## src/rtl/bounce_gen_pkg.sv

```systemverilog
// rtl/bounce_gen_pkg.sv - shared encodings and LFSR constants for bounce_generator
package bounce_gen_pkg;

  typedef enum logic {
    IDLE   = 1'b0,
    BOUNCE = 1'b1
  } bounce_state_t;

  localparam int          LFSR_W        = 16;
  localparam logic [15:0] LFSR_TAP_MASK = 16'hB400;
  localparam logic [15:0] LFSR_ZERO_SUB = 16'h0001;

  // An all-zero Fibonacci LFSR locks up, so a zero seed is swapped out.
  function automatic logic [LFSR_W-1:0] lfsr_fix_seed(input logic [LFSR_W-1:0] seed);
    return (seed == '0) ? LFSR_ZERO_SUB : seed;
  endfunction

  function automatic int cnt_width(input int cycles);
    return (cycles <= 2) ? 1 : $clog2(cycles);
  endfunction

endpackage

```

## src/rtl/bounce_gen_lfsr.sv

```systemverilog
// rtl/bounce_gen_lfsr.sv - 16-bit Fibonacci LFSR (taps 16,14,13,11), advances every non-reset cycle
module bounce_gen_lfsr
  import bounce_gen_pkg::*;
(
  input  logic              clk,
  input  logic              rst,
  input  logic [LFSR_W-1:0] seed,
  output logic [LFSR_W-1:0] state
);

  logic feedback;

  assign feedback = ^(state & LFSR_TAP_MASK);

  always_ff @(posedge clk) begin
    if (rst) begin
      state <= lfsr_fix_seed(seed);
    end else begin
      state <= {state[LFSR_W-2:0], feedback};
    end
  end

endmodule

```

## src/rtl/bounce_generator.sv

```systemverilog
// rtl/bounce_generator.sv - per-channel contact-bounce emulator; BOUNCE_GEN_LFSR_EN selects random toggling
module bounce_generator
  import bounce_gen_pkg::*;
#(
  parameter int          WIDTH         = 1,
  parameter int          BOUNCE_CYCLES = 10,
  parameter logic [15:0] LFSR_SEED     = 16'hACE1
) (
  input  logic             clk,
  input  logic             rst,
  input  logic [WIDTH-1:0] clean_signal,
  output logic [WIDTH-1:0] glitchy_signal,
  output logic [WIDTH-1:0] busy
);

  localparam int              CNT_W    = cnt_width(BOUNCE_CYCLES);
  localparam logic [CNT_W-1:0] CNT_LOAD = CNT_W'(BOUNCE_CYCLES - 1);

  logic [WIDTH-1:0] toggle_en;

`ifdef BOUNCE_GEN_LFSR_EN
  logic [LFSR_W-1:0] lfsr_state;

  bounce_gen_lfsr u_lfsr (
    .clk   (clk),
    .rst   (rst),
    .seed  (LFSR_SEED),
    .state (lfsr_state)
  );

  for (genvar t = 0; t < WIDTH; t++) begin : g_toggle_en
    assign toggle_en[t] = lfsr_state[t % LFSR_W];
  end
`else
  assign toggle_en = {WIDTH{1'b1}};
`endif

  for (genvar i = 0; i < WIDTH; i++) begin : g_chan
    bounce_state_t    state_q;
    logic [CNT_W-1:0] cnt_q;
    logic             level_q;
    logic             glitchy_q;
    logic             busy_q;

    always_ff @(posedge clk) begin
      if (rst) begin
        state_q   <= IDLE;
        cnt_q     <= '0;
        level_q   <= 1'b0;
        glitchy_q <= 1'b0;
        busy_q    <= 1'b0;
      end else begin
        case (state_q)
          IDLE: begin
            if (clean_signal[i] != level_q) begin
              level_q   <= clean_signal[i];
              glitchy_q <= ~glitchy_q;
              cnt_q     <= CNT_LOAD;
              state_q   <= BOUNCE;
              busy_q    <= 1'b1;
            end else begin
              glitchy_q <= level_q;
              busy_q    <= 1'b0;
            end
          end
          BOUNCE: begin
            // A new input change restarts the burst from full length.
            if (clean_signal[i] != level_q) begin
              level_q <= clean_signal[i];
              cnt_q   <= CNT_LOAD;
              busy_q  <= 1'b1;
              if (toggle_en[i]) begin
                glitchy_q <= ~glitchy_q;
              end
            end else if (cnt_q != '0) begin
              cnt_q  <= cnt_q - 1'b1;
              busy_q <= 1'b1;
              if (toggle_en[i]) begin
                glitchy_q <= ~glitchy_q;
              end
            end else begin
              glitchy_q <= level_q;
              state_q   <= IDLE;
              busy_q    <= 1'b0;
            end
          end
          default: begin
            state_q <= IDLE;
            busy_q  <= 1'b0;
          end
        endcase
      end
    end

    assign glitchy_signal[i] = glitchy_q;
    assign busy[i]           = busy_q;
  end

endmodule

```

## config.mk

```make
export PLATFORM = sky130hd
export DESIGN_NAME = bounce_generator
export DESIGN_NICKNAME = d
export VERILOG_FILES = /design/src/rtl/bounce_gen_pkg.sv /design/src/rtl/bounce_gen_lfsr.sv /design/src/rtl/bounce_generator.sv
export SDC_FILE = /design/constraint.sdc
export NUM_CORES = 1
export LEC_CHECK = 0
export BUFFER_PORTS_ARGS = -buffer_cell sky130_fd_sc_hd__buf_2
export CORE_AREA = 3 3 40 42
export DETAILED_ROUTE_END_ITERATION = 16
export DIE_AREA = 0 0 43 45
export SETUP_SLACK_MARGIN = 0.2
export SLEW_MARGIN = 20
export SYNTH_ARGS = -nofsm -noshare
export SYNTH_HDL_FRONTEND = slang
export SYNTH_SLANG_ARGS = --single-unit
```

## constraint.sdc

```tcl
create_clock -name clk -period 2.4 [get_ports clk]
set_input_delay 0.12 -clock clk [delete_from_list [all_inputs] [get_ports clk]]
set_output_delay 0.12 -clock clk [all_outputs]
set_load 0.01 [all_outputs]
```

-- Word level (Yosys, flattened, before mapping)
Index checks and enable logic that the tools add are counted.
- word-level logic and storage cells: 25
- register bits after elaboration: 7
- bits of input ports: 3
- output and inout port bits: 2
- add/sub/neg operators: 1
- bitwise logic cells: 2
- muxes and demuxes: 13
- equal/unequal tests: 3
- reductions and logical operators: 2
- operator list (operator ; count):
    $mux 4 ; 3
    $pmux 4 s2 ; 1
    $mux 1 ; 7
    $pmux 1 s2 ; 2
    $reduce_bool 4->1 ; 1
    $sub 4x1->4 const B ; 1
    $ne 3x1->1 const B ; 1
    $ne 2x2->1 const B ; 1
    $not 1->1 ; 2
    $reduce_and 2->1 ; 1
    $ne 1x1->1 ; 1

-- Longest topological paths before layout
Gate-level depths: netlist of the first run.
- word-level depth: 4
- depth in mapped cells: 6
- mapped depth without buffers: 5

-- Least setup slack after synthesis of the first run
OpenSTA, ideal clock, no wires.
- path kind: reg2reg
- from: register g_chan[0].cnt_q[0]
- to: register g_chan[0].cnt_q[1]
- period minus slack after synthesis: 1.449 ns
- stages on the path, launching flop included: 7
- path buffers: 1
- arrival: 1.370 ns
- setup slack: 0.951 ns
- library setup time: 0.079 ns
- required time: 2.321 ns
- path through: dfxtp_1 inv_1 ha_1 or3b_1 buf_2 and2_4 a211oi_2
- longest elaborated chain between the ends: 4
- elaborated cells on any way between the ends: 7
- classes of those cells: add/sub (1); eq/ne (1); mux (3); reduce/logical (2)
- RTL lines (element ; line ; source):
    start: declaration ; bounce_generator.sv:40 ; logic [CNT_W-1:0] cnt_q;
    start signal: assignment ; bounce_generator.sv:76 ; cnt_q <= cnt_q - 1'b1;
    $sub 4x1->4 ; bounce_generator.sv:76 ;
    $mux 4 ; bounce_generator.sv:75 ; end else if (cnt_q != '0) begin
    $mux 4 ; bounce_generator.sv:68 ; if (clean_signal[i] != level_q) begin
    $pmux 4 s2 ; bounce_generator.sv:53 ; case (state_q)
Parallel ways exist; a longest one is shown, timed or not. The select of a mux whose other input is x is not followed.
A chain may end at the register's enable or synchronous reset.

-- Worst setup path after layout of the first run
Same ends and word-level chain as after synthesis.

==> results of run 1 <==
[cells by family after synthesis]
| group | after synthesis | share of synthesized area [%] |
|---|---|---|
| flops | 7 | 40.58 |
| compound gates | 10 | 20.65 |
| simple gates | 12 | 19.20 |
| buf+inv | 6 | 6.883 |
| fa+ha+maj | 2 | 7.245 |
| mux | 1 | 2.899 |
| xor+xnor | 1 | 2.537 |
[where the power goes]
part           internal (µW)  leakage [µW]  total (µW)  switching, µW
registers                127     0.0000581         137           9.51
logic                   26.3     0.0000929        58.3           32.0
clock network           63.6     0.0000150         110           46.0
total                    217      0.000166         305           87.5
[per-layer routing]
layer	vias up	share of wire, %	global-route usage [%]
met5	-	0	0
met4	0	4.0	9.036
met3	4	6.3	1.594
met2	7	45	12.87
met1	129	45	9.685
li1	151	-	-
[worst paths after layout]
check	cells past startpoint	startpoint	endpoint	slack, ps
setup / recovery	5	g_chan[0].cnt_q[0]	g_chan[0].cnt_q[1]	820
hold reg to reg	2	g_chan[0].cnt_q[2]	g_chan[0].cnt_q[2]	490
hold / removal	2	rst	g_chan[0].cnt_q[0]	80
setup reg to reg	5	g_chan[0].cnt_q[0]	g_chan[0].cnt_q[1]	820
[final cells by class]
| class | count | area, µm² |
|---|---|---|
| clock buffers | 4 | 26.28 |
| fillers | 146 | 879.6 |
| repair buffers | 4 | 20.02 |
| inverters | 5 | 18.77 |
| flip-flops and latches | 7 | 140.1 |
| multi-input cells | 26 | 181.4 |
| well taps | 15 | 18.77 |
[critical path: cells and delay by family (launching register included)]
family	cells	cell delay, ps
compound gates	1	190
buf+inv	1	130
fa+ha+maj	1	210
flops	1	300
simple gates	2	680
[per-stage QoR]
step	setup slack (ps)	power, µW	hold WS (ps)	utilization [%]	area [µm²]
4_1_cts	809.0	310.5	73.58	31.55	405.4
5_1_grt	702.2	328.4	90.26	31.55	405.4
2_1_floorplan	951.0	183.5	189.1	-	345.3
3_5_place_dp	866.3	197.1	348.3	29.50	379.1
6_report	815.8	304.6	76.10	31.55	405.4
3_3_place_gp	861.6	196.7	349.4	29.50	379.1
[state kept, by name, indices dropped and copies added, names as in the netlist]
register        cells
glitchy_signal      1
g_chan.cnt_q        4
g_chan.level_q      1
busy                1
[layout by cell type, fill, tap and decap left out]
master / instances
o211ai_1: 2
nor2b_1: 1
a211oi_2: 1
mux2i_1: 1
nor4b_1: 1
a31oi_1: 1
ha_1: 2
or3b_1: 1
nor2_1: 1
dfxtp_1: 7
xnor2_1: 1
clkbuf_4: 3
a21oi_1: 4
a211o_2: 1
nand3_1: 1
inv_1: 5
clkbuf_1: 1
and2_4: 1
nand2_1: 5
buf_2: 4
nand4_1: 1
a21o_1: 1
==> metrics.txt, run 1 <==
status=finished, final reports clean; Die H=45 µm; largest area contributor in the netlist=dfxtp_1; first-pass GRT wire length=1166 µm; Mapped Nets=44; gpl congestion=0.6859; Synth Warn #=0; most common flop cell mapped by yosys=dfxtp_1; dpl cells=57; most instantiated cells after synthesis=7 x dfxtp_1, 5 x inv_1, 5 x nand2_1, 4 x a21oi_1; H-tree Lvls=1; Root Buffer=clkbuf_4; fmax=631.3 MHz; Reg clk slew, reported paths=50 ps; via/cell ratio=4.770; DRC viols=0; Max Cap Viol=0; Synth Instances=39; post-CTS setup buffers=0; RSZ-0062 raised after global routing=no; minimum clock period=1584 ps; fin crit share=66.01%; Area contributors post-synth=dfxtp_1 41%, ha_1 7.2%, a21oi_1 5.8%; Final Net Count=52; critical path type=flop to flop; Area Growth Syn to Fin=17.39%; Ports=5; CTS tree=yes; DR pass1 iterations=2; slowest CP cell=or3b_1; Resize count post-CTS=0; initial antenna violation count=0; max incr delay on CP=470 ps; Max rail drop VDD=0.0003100 V; largest net degree at the start of global routing=10; Initial Util=26.87%; num rows=13; post-synth top area share=40.58%; crit-path max FO=6; setup_tns=0 ps; Avg WL per Cell=10.13 µm; clock insertion delay at the later pin of the skew report=250 ps; ant diodes=0; top-count cell post-synth=dfxtp_1; Hold Path Class=primary input to flop; #FFs+latches synth=7; initial DRC count=1; Max Root-Sink Buffers=2; Total GRT Usage=8.507%; sequential-to-total area share from yosys stat=40.58%; post-synthesis cell area=345.3 µm²; fin. max-slew vios=0; PD cells=751.4 nW/µm²; die area=1935 µm²; max_slew headroom=75.73%; clock skew=3.818 ps; CP required=2580 ps; Lkg Pwr=0.0001660 µW; Final Setup Violations=0; dpl hpwl=447.2 µm; Critical Path AT=1760 ps; worst path cell trace=inv_1, ha_1, or3b_1, and2_4, a211oi_2; Cell Count, Final, Fillers Out=61; Critical Path Source Type=flop; remaining antenna violation count=0; number of global-route vias before repair=289; hold_buf cts=0; TritonCTS Buffers=3; grt ovf=0; EDFF count, synth=0; Core Region=1285 µm²; Die W=43 µm; CTS sink cnt=7; synth unique cells=20; synthesized area per cell=8.855 µm²; via count=291; Async S/R FF share, synth=0%; Final Hold Viols=0; IO Port Bufs=4; worst slew pin tran=358.9 ps; critical path endpoint category=flop; drt total wl=618 µm; share of cells above drive strength 1=21.74%
Power figures use the tool's default switching activity.
==> run 2: changes to the inputs <==
clock period = 1.58 ns   (was 2.4 ns; I/O delays follow)
==> run 2 against run 1 <==
Effect of this change: setup slack got worse by 570 ps; design area increased by 12%; fmax increased by 19%; sequential power increased by 50%; worst hold slack got worse by 33 ps; flip-flop and latch count unchanged; cell count increased by 6.6%; critical path type unchanged.
==> metrics.txt, run 2 (synthesis gave the netlist of run 1 again) <==
Final Setup Violations=0 (unchanged); Logic pwr share=23.9% (+4.8 points); fin crit share=84.29% (+18 points); hold path endpoint=g_chan[0].cnt_q[0]; crit-path max FO=6 (unchanged); fin. max-slew vios=0 (unchanged); RSZ-0062 raised after global routing=yes; Lkg Pwr=0.0001871 µW (+13%); DRC viols=0 (unchanged); critical path endpoint category=flop; via count=304 (+4.5%); commonest non-fill, non-tap cells in the layout=5 x nand2_1, 5 x dfxtp_1, 4 x a21oi_1, 4 x buf_2, 4 x buf_4; Root Buffer=clkbuf_4; Hold Path Class=primary input to flop; dpl cells=58 (+1.8%); Core Region=1285 µm² (unchanged); Initial Util=26.87% (unchanged); clock insertion delay at the later pin of the skew report=250 ps (about the same); min-delay src=rst; critical path type=flop to flop; initial DRC count=8 (+7); Die H=45 µm (unchanged); gpl congestion=0.8515 (+24%); Reg2Reg Setup Slack=250 ps (-570 ps); setup_tns=0 ps (unchanged); Cell Count, Final, Fillers Out=65 (+6.6%); first-pass GRT wire length=1048 µm (-10%); worst slew pin tran=406.4 ps (+47.49 ps); Worst Hold Path Cells=2 (unchanged); ant diodes=0 (unchanged); initial antenna violation count=0 (unchanged); max_slew headroom=72.52% (-3.2 points); share of cells above drive strength 1=40.00% (+18 points); max reg flops=4 (unchanged); Psw=138.0 µW (+58%); Worst Reg2Reg Path Length in Cells=5 (unchanged); Total GRT Usage=7.917% (-0.59 points); Critical Path AT=1500 ps (-260 ps); power share of the sequential group=42.2% (-2.7 points); die area=1935 µm² (unchanged); Max rail drop VDD=0.0003678 V (+19%); number of global-route vias before repair=258 (-11%); largest net degree at the start of global routing=9 (-1); CTS sink cnt=7 (unchanged); CTS tree=yes; RR Endpoint=g_chan[0].cnt_q[1]; dpl hpwl=471.9 µm (+5.5%); DR pass1 iterations=3 (+1); via/cell ratio=4.677 (-2.0%); Avg WL per Cell=9.754 µm (-3.7%); PD cells=1070 nW/µm² (+42%); CP required=1750 ps (-830 ps); IO Port Bufs=4 (unchanged); Worst Hold Slack=42.87 ps (-33.22 ps); Clk network pwr share=33.9% (-2.1 points); Area Growth Syn to Fin=31.88%; hold_buf cts=0 (unchanged); grt ovf=0 (unchanged); Final Net Count=56 (+7.7%); Final Power=487.1 µW (+60%); clock skew=0.1974 ps (-3.621 ps); switching share of total power=28.32% (-0.39 points); status=finished, final reports clean; num rows=13 (unchanged); Ports=5 (unchanged); Die W=43 µm (unchanged); H-tree Lvls=1 (unchanged); Pint=349.2 µW (+61%); remaining antenna violation count=0 (unchanged); drt total wl=634 µm (+2.6%); Max Root-Sink Buffers=2 (unchanged); fmax=750.9 MHz (+19%); reg2reg start=g_chan[0].cnt_q[0]; Top reg by flops=g_chan.cnt_q; Max Cap Viol=0 (unchanged); Critical Path Source Type=flop; Final Hold Viols=0 (unchanged); TritonCTS Buffers=3 (unchanged); Reg clk slew, reported paths=50 ps (about the same); minimum clock period=1332 ps (-252.4 ps)
run 2: how the worst max path moves through the flow:
stage / from / to / depth (start not counted)
finish: g_chan[0].cnt_q[0] / g_chan[0].cnt_q[1] / 5
global route: g_chan[0].cnt_q[1] / g_chan[0].cnt_q[0] / 5
CTS: g_chan[0].cnt_q[1] / g_chan[0].cnt_q[1] / 5
detailed placement: g_chan[0].cnt_q[0] / g_chan[0].cnt_q[1] / 5
global placement: g_chan[0].cnt_q[1] / glitchy_signal / 5
floorplan: g_chan[0].cnt_q[0] / g_chan[0].cnt_q[1] / 6
run 2: critical path, cell delays in order (launching register included):
cell      delay, ps
dfxtp_2         330
inv_4            70
ha_4            120
or3b_4          400
and2_4          160
a211oi_2        160
run 2: final cells by class:
class / count / area (µm²)
Sequential cell: 7 / 142.6
Clock buffer: 4 / 26.28
Fill cell: 130 / 829.5
Multi-Input combinational cell: 26 / 196.4
Timing Repair Buffer: 8 / 50.05
Inverter: 5 / 21.27
Tap cell: 15 / 18.77
run 2: power by group through the flow:
stage	Combinational [µW]	Clock (µW)	Sequential, µW
after floorplan	71.0	0	213
after global placement	101	0	208
after detailed placement	101	0	208
after CTS	106	175	206
after global routing	130	187	207
final	116	165	206
run 2: stage by stage:
stage | area (µm²) | worst slack (ps) | utilization [%]
2_1_floorplan | 360.3 | 220.5 | -
6_report | 455.4 | 248.3 | 35.44
3_3_place_gp | 401.6 | 183.7 | 31.26
4_1_cts | 432.9 | 200.1 | 33.69
3_5_place_dp | 401.6 | 168.7 | 31.26
5_1_grt | 455.4 | 199.6 | 35.44
run 2: layer usage:
layer / wire length (µm) / part of all wire (%) / track usage [%]
met1: 332 / 52 / 9.420
met2: 249 / 39 / 10.18
met3: 31 / 4.9 / 2.789
met4: 21 / 3.3 / 9.036
met5: 0 / 0 / 0
run 2: repair_timing:
action	in CTS	in global routing
pin swaps	0	4
hold endpoints to repair	0	0
gates cloned	0	0
setup buffers	0	3
setup endpoints to repair	3	3
resized for setup	2	0
==> run 3: changes to the inputs <==
ABC_AREA = 1   (was unset)
clock period = 1.38 ns   (was 1.58 ns; I/O delays follow)
==> run 3 against run 2 <==
Effect of this change: die area unchanged; design area is 0.82% higher; first-iteration DRC count unchanged; worst hold slack better by 4.4 ps; critical path type unchanged; highest routed layer is now met3.
==> metrics.txt, run 3 <==
status=finished, final reports clean; largest family of logic cells by synthesized area=simple AND/OR/NAND/NOR gates; remaining antenna violation count=0 (unchanged); minimum clock period=1073 ps (-259.1 ps); post-synthesis xor/xnor area fraction=0% (-2.5 points); Synth Instances=55 (+41%); Max Cap Viol=0 (unchanged); worst slew pin tran=349.6 ps (-56.83 ps); Mapped Nets=60 (+36%); PD cells=1181 nW/µm² (+10%); most common flop cell mapped by yosys=dfxtp_1; Final Hold Viols=0 (unchanged); post-CTS setup buffers=0 (unchanged); CTS sink cnt=7 (unchanged); dpl hpwl=515.3 µm (+9.2%); CTS tree=yes; Avg WL per Cell=8.779 µm (-10%); Final Net Count=68 (+21%); largest area contributor in the netlist=dfxtp_1; Die W=43 µm (unchanged); post-synth top area share=35.33% (-5.2 points); max reg flops=4 (unchanged); post-synthesis cell area=396.6 µm² (+15%); commonest non-fill, non-tap cells in the layout=13 x nand2_1, 7 x inv_1, 7 x nor2_1; critical path endpoint category=flop; most instantiated cells after synthesis=13 x nand2_1, 8 x inv_1, 7 x dfxtp_1, 7 x nor2_1, 4 x nand3_1; hold_buf cts=0 (unchanged); top-count cell post-synth=nand2_1; CP required=1520 ps (-230 ps); via count=322 (+5.9%); DR pass1 iterations=3 (unchanged); most common cell after layout, fill and taps aside=nand2_1; Root Buffer=clkbuf_4; synthesized area per cell=7.211 µm² (-19%); Final Setup Violations=0 (unchanged); TritonCTS Buffers=3 (unchanged); Ports=5 (unchanged); initial DRC count=8 (unchanged); Area Growth Syn to Fin=15.77%; simple-gate share of the synthesized area=42.90% (+24 points); pre-CTS WS=218.6 ps (+49.85 ps); Hold Path Class=primary input to flop; drt total wl=676 µm (+6.6%); max_slew headroom=76.66% (+4.1 points); Core Region=1285 µm² (unchanged); DRC viols=0 (unchanged); number of global-route vias before repair=253 (-1.9%); num rows=13 (unchanged); via/cell ratio=4.182 (-11%); Die H=45 µm (unchanged); clock insertion delay at the later pin of the skew report=250 ps (about the same); RSZ-0062 raised after global routing=no; fin. max-slew vios=0 (unchanged); ant diodes=0 (unchanged); die area=1935 µm² (unchanged); crit-path max FO=6 (unchanged); Post-Synth Adder-Cell Area=6.309% (-0.94 points); EDFF count, synth=0 (unchanged); Async S/R FF share, synth=0% (unchanged); fin worst setup slack=307.4 ps (+59.10 ps); fmax=932.3 MHz (+24%); synth unique cells=16 (-20%); Top reg by flops=g_chan.cnt_q; Total GRT Usage=7.423% (-0.49 points); share of cells above drive strength 1=29.03% (-11 points); #FFs+latches synth=7 (unchanged); Synth Area in Compound Gates=5.994% (-15 points); Critical Path AT=1220 ps (-280 ps); initial antenna violation count=0 (unchanged); Lkg Pwr=0.0002220 µW (+19%); fin crit share=77.73% (-6.6 points); clock skew=1.573 ps (+1.375 ps); first-pass GRT wire length=1048 µm (unchanged); IO Port Bufs=4 (unchanged); Final Power=542.4 µW (+11%); setup_tns=0 ps (unchanged); Area contributors post-synth=dfxtp_1 35%, nand2_1 12%, nand2_4 8.5%; gpl congestion=0.7241 (-15%); grt ovf=0 (unchanged); Synth Warn #=0 (unchanged); sequential-to-total area share from yosys stat=35.33% (-5.2 points); critical path type=flop to flop; largest net degree at the start of global routing=10 (+1); Reg clk slew, reported paths=50 ps (about the same); Max rail drop VDD=0.0005633 V (+53%); H-tree Lvls=1 (unchanged); Critical Path Source Type=flop; Max Root-Sink Buffers=2 (unchanged); Initial Util=30.87% (+4.0 points); post-synthesis mux area share=0% (-2.9 points)
run 3: cell types whose count changed after synthesis, sizes merged, moves of 2 or more:
| cell | previous run | this run |
|---|---|---|
| o211ai | 2 | 0 |
| nor2 | 1 | 8 |
| nand2 | 5 | 17 |
| inv | 5 | 8 |
| nand3 | 1 | 5 |
run 3: cells by family after synthesis:
family,Yosys count
AND/OR/NAND/NOR,33
buffers and inverters,9
adder cells (fa/ha/maj),2
AO/OA/AOI/OAI,4
flip-flops,7
run 3: metal layers:
metal / GRT usage, % / wire length (µm)
met5: 0 / 0
met4: 1.807 / 0
met3: 4.781 / 31
met2: 10.18 / 291
met1: 9.685 / 353
run 3: repair_timing:
item	4_1_cts	5_1_grt
setup endpoints to repair	0	4
gates resized for setup	0	4
endpoints found under the hold margin	0	0
run 3: worst max-delay path, stage by stage, from the launching register on:
cell and delay, ps:
dfxtp_2 340, inv_1 60, ha_2 180, nand2_4 100
nand2_4 70, nand2_2 80, nand2_1 50, nand2_1 50
nand2_1 40
run 3: area by class of cell:
class / count / area (µm²)
inverter: 8 / 30.03
tap: 15 / 18.77
fill: 138 / 825.8
sequential: 7 / 142.6
multi-input combinational: 39 / 221.5
clock buffer: 4 / 26.28
timing repair buffer: 4 / 20.02
run 3: path summary, 6_finish.rpt:
kind | from | depth (start not counted) | slack (ps) | endpoint
worst min-delay path | clean_signal | 3 | 50 | g_chan[0].level_q
worst min register to register | glitchy_signal | 1 | 430 | glitchy_signal
worst max-delay path | g_chan[0].cnt_q[1] | 8 | 310 | g_chan[0].cnt_q[3]
worst max register to register | g_chan[0].cnt_q[1] | 8 | 310 | g_chan[0].cnt_q[3]
run 3: per-stage QoR:
| step | util, % | instance area, µm² | cells | hold slack (ps) |
|---|---|---|---|---|
| floorplan | - | 396.6 | 55 | 138.1 |
| global placement | 33.30 | 427.9 | 73 | 303.5 |
| detailed placement | 33.30 | 427.9 | 73 | 303.9 |
| CTS | 35.35 | 454.2 | 77 | 33.73 |
| global route | 35.74 | 459.2 | 77 | 53.67 |
| finish | 35.74 | 459.2 | 77 | 47.23 |
run 3: power by group:
part / total (µW) / internal (µW) / switching (µW)
combinational: 120 / 47.4 / 72.9
sequential: 239 / 221 / 18.2
clock: 183 / 110 / 72.6
total: 542 / 379 / 164
